===== config.mk =====
export PLATFORM = sky130hd
export DESIGN_NAME = voice_sched
export DESIGN_NICKNAME = d
export VERILOG_FILES = /design/src/rtl/voice_sched.sv
export SDC_FILE = /design/constraint.sdc
export NUM_CORES = 1
export LEC_CHECK = 0
export BUFFER_PORTS_ARGS = -buffer_cell sky130_fd_sc_hd__buf_2
export CORE_MARGIN = 2
export CORE_UTILIZATION = 45
export CTS_CLUSTER_DIAMETER = 30
export CTS_CLUSTER_SIZE = 28
export DETAILED_ROUTE_END_ITERATION = 10
export GPL_TIMING_DRIVEN = 0
export PLACE_DENSITY_LB_ADDON = 0.15
export SLEW_MARGIN = 15
export SYNTH_ARGS = -nofsm -noshare
export SYNTH_HDL_FRONTEND = slang
export SYNTH_SLANG_ARGS = --single-unit

===== constraint.sdc =====
create_clock -name clk -period 2.6 [get_ports clk]
set_input_delay 0 -clock clk [delete_from_list [all_inputs] [get_ports clk]]
set_output_delay 0 -clock clk [all_outputs]
set_load 0.01 [all_outputs]

===== src/rtl/voice_sched.sv =====
// voice_sched: keyboard-to-voice scheduler.
//   Synchronises and debounces raw key levels, turns debounced edges into
//   pending press/release events and services them one key at a time with a
//   scan FSM that assigns or frees NUM_VOICES synthesis voice slots.
// Ports:
//   clk, reset      single clock, synchronous active-high reset
//   teclado         raw asynchronous key levels (1 = pressed)
//   voice_key       key index per voice, voice v at [v*KEY_W +: KEY_W]
//   voice_active    voice v currently holds a key
//   voice_trig      one-cycle pulse when voice v receives a new key
//   stable_keys     debounced key levels
//   overflow        sticky: a press found no free voice (cleared by ovf_clr)
//   ovf_clr         clears overflow (a coincident set wins)
// Optional build macro:
//   VOICE_STEAL_EN  when defined, a press with no free voice steals the
//                   oldest voice instead of being dropped.
module voice_sched #(
   parameter int NUM_KEYS        = 11,
   parameter int NUM_VOICES      = 4,
   parameter int KEY_W           = 4,
   parameter int DEBOUNCE_CYCLES = 50000
) (
   input  logic                        clk,
   input  logic                        reset,
   input  logic [NUM_KEYS-1:0]         teclado,
   output logic [NUM_VOICES*KEY_W-1:0] voice_key,
   output logic [NUM_VOICES-1:0]       voice_active,
   output logic [NUM_VOICES-1:0]       voice_trig,
   output logic [NUM_KEYS-1:0]         stable_keys,
   output logic                        overflow,
   input  logic                        ovf_clr
);

   localparam int CNT_W  = $clog2(DEBOUNCE_CYCLES);
   localparam int VIDX_W = $clog2(NUM_VOICES);
   localparam logic [VIDX_W-1:0] AGE_MAX  = VIDX_W'(NUM_VOICES - 1);
   localparam logic [KEY_W-1:0]  KEY_LAST = KEY_W'(NUM_KEYS - 1);
   localparam logic [CNT_W-1:0]  CNT_LAST = CNT_W'(DEBOUNCE_CYCLES - 1);

   typedef enum logic [1:0] {IDLE, SCAN, REL, ALLOC} state_t;

   logic [NUM_KEYS-1:0] sync_meta, sync, samp;
   logic [NUM_KEYS-1:0] pend_press, pend_rel;
   logic [NUM_KEYS-1:0] upd, rise, fall, key_sel, clr_press, clr_rel;
   logic [CNT_W-1:0]    tick_cnt;
   logic                tick, pend_any;
   state_t              state, state_nxt;
   logic [KEY_W-1:0]    k, k_nxt;
   logic                do_rel, do_alloc;
   logic [VIDX_W-1:0]   age [NUM_VOICES];
   logic                hit, free_found, tgt_en, ovf_set;
   logic [VIDX_W-1:0]   free_idx, tgt_idx;

   assign tick     = (tick_cnt == CNT_LAST);
   // A key updates only when the previous tick's sample agrees with now.
   assign upd      = tick ? (~(sync ^ samp) & (sync ^ stable_keys)) : {NUM_KEYS{1'b0}};
   assign rise     = upd & sync;
   assign fall     = upd & ~sync;
   assign key_sel  = {{(NUM_KEYS-1){1'b0}}, 1'b1} << k;
   assign clr_press = do_alloc ? key_sel : {NUM_KEYS{1'b0}};
   assign clr_rel   = do_rel   ? key_sel : {NUM_KEYS{1'b0}};
   assign pend_any  = (|pend_press) | (|pend_rel);

   // Input synchroniser, debounce sampler and pending-event bits.
   always_ff @(posedge clk) begin
      if (reset) begin
         sync_meta   <= '0;
         sync        <= '0;
         samp        <= '0;
         tick_cnt    <= '0;
         stable_keys <= '0;
         pend_press  <= '0;
         pend_rel    <= '0;
      end else begin
         sync_meta   <= teclado;
         sync        <= sync_meta;
         tick_cnt    <= tick ? {CNT_W{1'b0}} : tick_cnt + 1'b1;
         samp        <= tick ? sync : samp;
         stable_keys <= (stable_keys & ~fall) | rise;
         // New events win over a coincident service clear.
         pend_press  <= (pend_press & ~clr_press) | rise;
         pend_rel    <= (pend_rel & ~clr_rel) | fall;
      end
   end

   // FSM state and scan pointer register.
   always_ff @(posedge clk) begin
      if (reset) begin
         state <= IDLE;
         k     <= '0;
      end else begin
         state <= state_nxt;
         k     <= k_nxt;
      end
   end

   // FSM next-state and scan pointer logic.
   always_comb begin
      state_nxt = state;
      k_nxt     = k;
      case (state)
         IDLE: begin
            if (pend_any) begin
               state_nxt = SCAN;
               k_nxt     = '0;
            end else begin
               state_nxt = IDLE;
            end
         end
         SCAN: begin
            if (pend_rel[k]) begin
               state_nxt = REL;
            end else if (pend_press[k]) begin
               state_nxt = ALLOC;
            end else if (k == KEY_LAST) begin
               k_nxt     = '0;
               state_nxt = pend_any ? SCAN : IDLE;
            end else begin
               k_nxt = k + 1'b1;
            end
         end
         // k is kept so a press of the same key is serviced right after.
         REL:   state_nxt = SCAN;
         ALLOC: begin
            state_nxt = SCAN;
            k_nxt     = (k == KEY_LAST) ? {KEY_W{1'b0}} : k + 1'b1;
         end
         default: begin
            state_nxt = IDLE;
            k_nxt     = '0;
         end
      endcase
   end

   // FSM action strobes.
   always_comb begin
      do_rel   = 1'b0;
      do_alloc = 1'b0;
      case (state)
         REL:     do_rel   = 1'b1;
         ALLOC:   do_alloc = 1'b1;
         default: begin
            do_rel   = 1'b0;
            do_alloc = 1'b0;
         end
      endcase
   end

   // Duplicate-key detection and lowest-index free voice search.
   always_comb begin
      hit        = 1'b0;
      free_found = 1'b0;
      free_idx   = '0;
      for (int v = NUM_VOICES - 1; v >= 0; v--) begin
         hit        = hit | (voice_active[v] && (voice_key[v*KEY_W +: KEY_W] == k));
         free_found = free_found | ~voice_active[v];
         free_idx   = voice_active[v] ? free_idx : VIDX_W'(v);
      end
   end

`ifdef VOICE_STEAL_EN
   logic [VIDX_W-1:0] victim_idx, victim_age;

   // Oldest voice; descending scan with >= keeps the lowest index on a tie.
   always_comb begin
      victim_idx = '0;
      victim_age = '0;
      for (int v = NUM_VOICES - 1; v >= 0; v--) begin
         victim_idx = (age[v] >= victim_age) ? VIDX_W'(v) : victim_idx;
         victim_age = (age[v] >= victim_age) ? age[v] : victim_age;
      end
   end

   assign tgt_idx = free_found ? free_idx : victim_idx;
   assign tgt_en  = do_alloc && !hit;
`else
   assign tgt_idx = free_idx;
   assign tgt_en  = do_alloc && !hit && free_found;
`endif

   assign ovf_set = do_alloc && !hit && !free_found;

   // Voice slot state, ages, trigger pulses and sticky overflow.
   always_ff @(posedge clk) begin
      if (reset) begin
         voice_key    <= '0;
         voice_active <= '0;
         voice_trig   <= '0;
         overflow     <= 1'b0;
         for (int v = 0; v < NUM_VOICES; v++) begin
            age[v] <= '0;
         end
      end else begin
         voice_trig <= '0;
         overflow   <= ovf_set ? 1'b1 : (ovf_clr ? 1'b0 : overflow);
         for (int v = 0; v < NUM_VOICES; v++) begin
            if (tgt_en) begin
               if (tgt_idx == VIDX_W'(v)) begin
                  voice_key[v*KEY_W +: KEY_W] <= k;
                  voice_active[v]             <= 1'b1;
                  voice_trig[v]               <= 1'b1;
                  age[v]                      <= '0;
               end else if (voice_active[v] && (age[v] != AGE_MAX)) begin
                  age[v] <= age[v] + 1'b1;
               end else begin
                  age[v] <= age[v];
               end
            end else if (do_rel && voice_active[v] &&
                         (voice_key[v*KEY_W +: KEY_W] == k)) begin
               voice_active[v] <= 1'b0;
            end else begin
               voice_active[v] <= voice_active[v];
            end
         end
      end
   end

endmodule


# [Yosys cells after proc, flatten, opt, wreduce, memory -nomap -nowiden]
# Index checks and enable logic that the tools add are counted.
[word_totals] out_inout_bits=36 in_bits=14 regBits=113 wordCells=151
[op_classes] add_sub_neg=2 reduce_logical=39 n_eq_ne=20 order_cmp=1 shift=1 mux=41 bitwise_logic=28
[op_table] cell="bitwise AND 11 bit" n=6
[op_table] cell="NOT 11 bit" n=5
[op_table] cell="two-way mux 11 bit" n=3
[op_table] cell="bitwise OR 11 bit" n=3
[op_table] cell="two-way mux 1 bit" n=23
[op_table] cell="OR reduction 11 bit" n=2
[op_table] cell="XOR 11 bit" n=2
[op_table] cell="adder 16 x 1 -> 16 bit (second input constant)" n=1
[op_table] cell="equality test 16 bit (second input constant)" n=1
[op_table] cell="equality test 4 bit" n=4
[op_table] cell="two-way mux 4 bit" n=4
[op_table] cell="AND reduction 2 bit" n=8
[op_table] cell="logical AND 1 bit" n=15
[op_table] cell="two-way mux 2 bit" n=7
[op_table] cell="case mux 4 bit (3 select lines)" n=1
[op_table] cell="<< shifter 1 x 4 -> 11 bit (first input constant)" n=1
[op_table] cell="nonzero test 2 bit" n=5
[op_table] cell="binary-select mux 1 bit (select 4 bit)" n=2
[op_table] cell="equality test 2 bit (second input constant)" n=4
[op_table] cell="!= test 2 x 1 -> 1 bit (second input constant)" n=4
[op_table] cell="bitwise OR 1 bit" n=7
[op_table] cell="!= test 2 bit (second input constant)" n=3
[op_table] cell="case mux 2 bit (3 select lines)" n=1
[op_table] cell="OR reduction 2 bit" n=3
[op_table] cell="10 further kinds" n=17

# [Depth between registers and ports, before layout]
[logic_depth] word_depth=10 depth_mapped=8 mapped_depth_nobuf=6

# [Least setup slack after synthesis]
# OpenSTA, ideal clock, no wires.
[synth_path] kind="register to register" from="register k[0]" to="register k[2]" path_slack_ns=0.738 setup_ns=0.122 arrival_time_ns=1.741 path_stages_with_launch=7 path_buffers=1 cell_sequence="dfxtp_1 > buf_6 > mux4_2 > o21a_1 > a21oi_4 > a211oi_2 > a221o_1"
[synth_between] elab_chain_len=5 word_cells_on_any_way=13 classes_between="1 x add/sub; 3 x eq/ne; 8 x mux; 1 x reduce/logical"
[synth_lines] element="from (decl)" line_no="48" text="logic [KEY_W-1:0] k, k_nxt;"
[synth_lines] element="from (signal assigned)" line_no="93" text="k <= k_nxt;"
[synth_lines] element="adder 4 x 1 -> 4 bit or equality test 4 bit (tied branches)" line_no="119, 126, 115"
[synth_lines] element="two-way mux 4 bit" line_no="115, 126"
[synth_lines] element="two-way mux 4 bit" line_no="113" text="end else if (pend_press[k]) begin"
[synth_lines] element="two-way mux 4 bit" line_no="111" text="if (pend_rel[k]) begin"
[synth_lines] element="case mux 4 bit (3 select lines)" line_no="101" text="case (state)"
# Parallel ways exist; a longest one is shown, timed or not. The select of a mux whose other input is x is not followed.
# A chain may end at the register's enable or synchronous reset.

# [Final worst setup path]
[layout_path] from="register tick_cnt[0]" to="register pend_rel[5]"
[layout_between] elab_chain_len=4
[layout_lines] element="from (decl)" line_no="45" text="logic [CNT_W-1:0] tick_cnt;"
[layout_lines] element="from (signal assigned)" line_no="77" text="tick_cnt <= tick ? {CNT_W{1'b0}} : tick_cnt + 1'b1;"
[layout_lines] element="equality test 16 bit" line_no="54" text="assign tick = (tick_cnt == CNT_LAST);"
[layout_lines] element="two-way mux 11 bit" line_no="56" text="assign upd = tick ? (~(sync ^ samp) & (sync ^ stable_keys)) : {NUM_KEYS{1'b0}};"
[layout_lines] element="bitwise AND 11 bit" line_no="58" text="assign fall = upd & ~sync;"
[layout_lines] element="bitwise OR 11 bit" line_no="82" text="pend_rel <= (pend_rel & ~clr_rel) | fall;"
[layout_lines] element="to (signal assigned)" line_no="82"
[layout_lines] element="to (decl)" line_no="43" text="logic [NUM_KEYS-1:0] pend_press, pend_rel;"
# No other way between the ends.

==> flow_summary.yaml <==
detailed_routing:
  drc: 0
  num_vias: 4277
  drt-total-wl_um: 12600
  avgRoutedWirePerCell_um: 16.2
  antenna_left: 0
  drtIter0Drc: 240
  vias_per_cell: 5.48
  dr.pass1.iters: 4
cts:
  clk-insertion-delay-late_ps: 530
  cts_max_level: 4
  cts_tree: "built"
  clk_pin_slew_ps: 50
  clockRootBuffer: "clkbuf_8"
  clk_path_buf_depth: 2
  cts.sinks: 113
  cts_setup_buffers: 0
  cts_buffers: 17
placement:
  place_ws_ps: 129
  place_congestion: 0.920
  dpl-instance-area_um2: 5380
  dp.final_hpwl_um: 9020
  portBuffers: 49
setup_path:
  arrival_ps: 2860
  required_ps: 3060
  cp-start-kind: "register"
  crit_path_max_fanout: 10
  cp-end-kind: "register"
  setup.worst_path.class: "register to register"
grt:
  overflow: 0
  grt_max_degree: 17
  grt_pass1_wl_um: 20600
  grt_pass1_vias: 4243
  antenna_found_initial: 0
  grt_usage_pct: 23.0
finish:
  final_area_um2: 6120
  antenna_cells: 0
  nets: 644
  layout-drive-gt1-share_pct: 17.7
  syn_to_final_growth_pct: 23.5
  fill_cells: 983
synthesis:
  synth-seq-cells: 113
  netlist_instances: 547
  synth_cell_types: 64
  yosys_warnings: 0
  synth.cell_area_um2: 4960
  ys_seq_area_share_pct: 45.6
  syn_nets: 564
  synth_flop_cell: "dfxtp_1"
  async_flop_share_pct: 0
  synth_area_per_cell_um2: 9.06
  synth_edf_count: 0
power_and_ir_drop:
  power.leakage_nw: 2.53
  vdd_drop_max_mv: 0.538
  cellPowerDensity_nw_per_um2: 693
floorplan:
  die_x_um: 109
  die_height_um: 109
  rows: 38
  core_um2: 10800
  die_area_um2: 11900
  ios: 50
  initial_core_util_pct: 45.9
run:
  maxCapViolCount: 0
sta:
  min_period_over_period_pct: 92.6
  tightest_slew_ps: 925
  setup_ws_ps: 192
  period_minus_slack_ps: 2410
  clock_skew_ps: 13.0
  setup_viol: 0
  setup-tns-final_ps: 0
  relSlewSlack_pct: 37.8
  fmax_ghz: 0.415
  rsz0062_at_grt: "no"
  finalMaxSlewViolations: 0
  hold_viol_final: 0
min_path:
  hold_class: "primary input to register"
status:
  status: "finished clean"
==> placed cells by master (no fill, tap or decap), drive strengths merged, types with 2 or more instances in the layout <==
| cell | instances |
|---|---|
| a211oi | 4 |
| a21o | 6 |
| a21oi | 54 |
| a221o | 2 |
| a31oi | 2 |
| and2 | 8 |
| and3 | 5 |
| and4bb | 2 |
| buf | 61 |
| bufinv | 4 |
| clkbuf | 37 |
| clkinv | 6 |
| dfxtp | 113 |
| dlygate4sd3 | 13 |
| ha | 3 |
| inv | 8 |
| mux2i | 23 |
| nand2 | 68 |
| nand2b | 3 |
| nand3 | 12 |
| nand3b | 9 |
| nand4 | 10 |
| nand4b | 5 |
| nor2 | 30 |
| nor2b | 26 |
| nor3 | 7 |
| nor4 | 8 |
| o21ai | 41 |
| o22ai | 3 |
| o31ai | 4 |
| o32ai | 3 |
| or4b | 11 |
| xnor2 | 9 |
| xor2 | 19 |
==> cells in the mapped netlist (2+ instances only) <==
| master | instances | area share, % |
|---|---|---|
| dfxtp_1 | 113 | 46 |
| o21ai_0 | 41 | 4.1 |
| buf_2 | 8 | 0.81 |
| a221o_1 | 2 | 0.40 |
| and2_1 | 8 | 1.0 |
| nor2_1 | 30 | 2.3 |
| buf_4 | 2 | 0.30 |
| nand4_2 | 3 | 0.76 |
| nand4_1 | 7 | 0.88 |
| inv_1 | 6 | 0.45 |
| or4b_2 | 6 | 1.2 |
| inv_2 | 2 | 0.15 |
| nor2b_1 | 26 | 3.3 |
| clkbuf_1 | 16 | 1.2 |
| xnor2_1 | 9 | 1.6 |
| xor2_1 | 19 | 3.4 |
| nand2_1 | 68 | 5.1 |
| nand2b_1 | 3 | 0.38 |
| nand4b_1 | 5 | 0.88 |
| o22ai_1 | 3 | 0.38 |
| and3_1 | 5 | 0.63 |
| a31oi_1 | 2 | 0.25 |
| a211oi_1 | 3 | 0.45 |
| o31ai_1 | 4 | 0.61 |
| or4b_1 | 5 | 1.0 |
| a21oi_1 | 52 | 5.2 |
| mux2i_1 | 23 | 4.6 |
| o32ai_2 | 2 | 0.66 |
| nand3_1 | 12 | 1.2 |
| nand3b_1 | 9 | 1.4 |
| ha_1 | 3 | 0.76 |
| a21o_1 | 6 | 0.91 |
| nor4_1 | 7 | 0.88 |
| nor3_1 | 7 | 0.71 |
==> layout make-up <==
| type | instances | area (um^2) | share of cell area [%] |
|---|---|---|---|
| Inverter | 9 | 33.8 | 0.552 |
| Clock buffer | 22 | 463 | 7.56 |
| Multi-Input combinational cell | 397 | 2530 | 41.3 |
| Clock inverter | 10 | 156 | 2.55 |
| Sequential cell | 113 | 2260 | 36.9 |
| Buffer | 27 | 126 | 2.06 |
| Tap cell | 140 | 175 | 2.86 |
| Timing Repair Buffer | 62 | 375 | 6.13 |
==> layer usage <==
| layer | routed length, um | vias to the layer above | part of all wire, % | GRT usage [%] |
|---|---|---|---|---|
| met5 | 0 | - | 0 | 0 |
| met4 | 224 | 0 | 1.8 | 12.7 |
| met3 | 691 | 18 | 5.5 | 5.26 |
| met2 | 5850 | 104 | 46 | 35.7 |
| met1 | 5840 | 2037 | 46 | 29.4 |
| li1 | - | 2118 | - | - |
==> worst max-delay path, stage by stage, from the launching register on <==
cell and delay, ps:
dfxtp_1 370, ha_1 220, and3_1 250, nand4_1 370, clkbuf_1 370, or4b_1 600, a21oi_1 150
==> power by group <==
group / internal [mW] / switching, mW / total, mW
Combinational: 0.0353 / 0.0452 / 0.0805
Clock: 1.63 / 0.776 / 2.40
Sequential: 1.75 / 0.0113 / 1.76
Total: 3.41 / 0.832 / 4.25
==> timing repair <==
action,4_1_cts,5_1_grt
hold buffers,13,0
hold endpoints to repair,13,0
setup endpoints to repair,0,10
gates resized for setup,0,0
==> state kept, by name (all words and copies together) (netlist names), named ones only <==
signal / cells
overflow: 1
voice_trig: 4
voice_active: 4
sync: 11
sync_meta: 11
pend_rel: 11
tick_cnt: 16
samp: 11
state: 2
voice_key: 16
pend_press: 11
k: 4
==> path summary, 6_finish.rpt <==
check,startpoint,end,slack (ps),cells after the start
setup / recovery,tick_cnt[0],pend_rel[5],190,6
setup reg to reg,tick_cnt[0],pend_rel[5],190,6
hold reg to reg,sync_meta[3],sync[3],430,1
hold / removal,teclado[4],sync_meta[4],220,3
==> per-stage QoR <==
step                hold WS (ps)  util, %  power (mW)  std cells
floorplan                   79.3        -        1.84        547
detailed placement           216     49.8        1.87        736
CTS                          194     56.8        4.29        781
finish                       217     56.7        4.25        780
global placement             208     49.8        1.87        736
global route                 223     56.7        4.38        780
==> cell families after synthesis <==
family                     after synthesis  share of synthesized area [%]
AOI/OAI and AO/OA                      131                           16.6
and+or+nand+nor                        210                           23.4
buffers and inverters                   37                           3.31
DFF                                    113                           45.6
muxes                                   25                           5.32
adders and majority gates                3                          0.757
xor gates and xnor gates                28                           4.95
No activity file was read; power rests on OpenSTA's default activity.
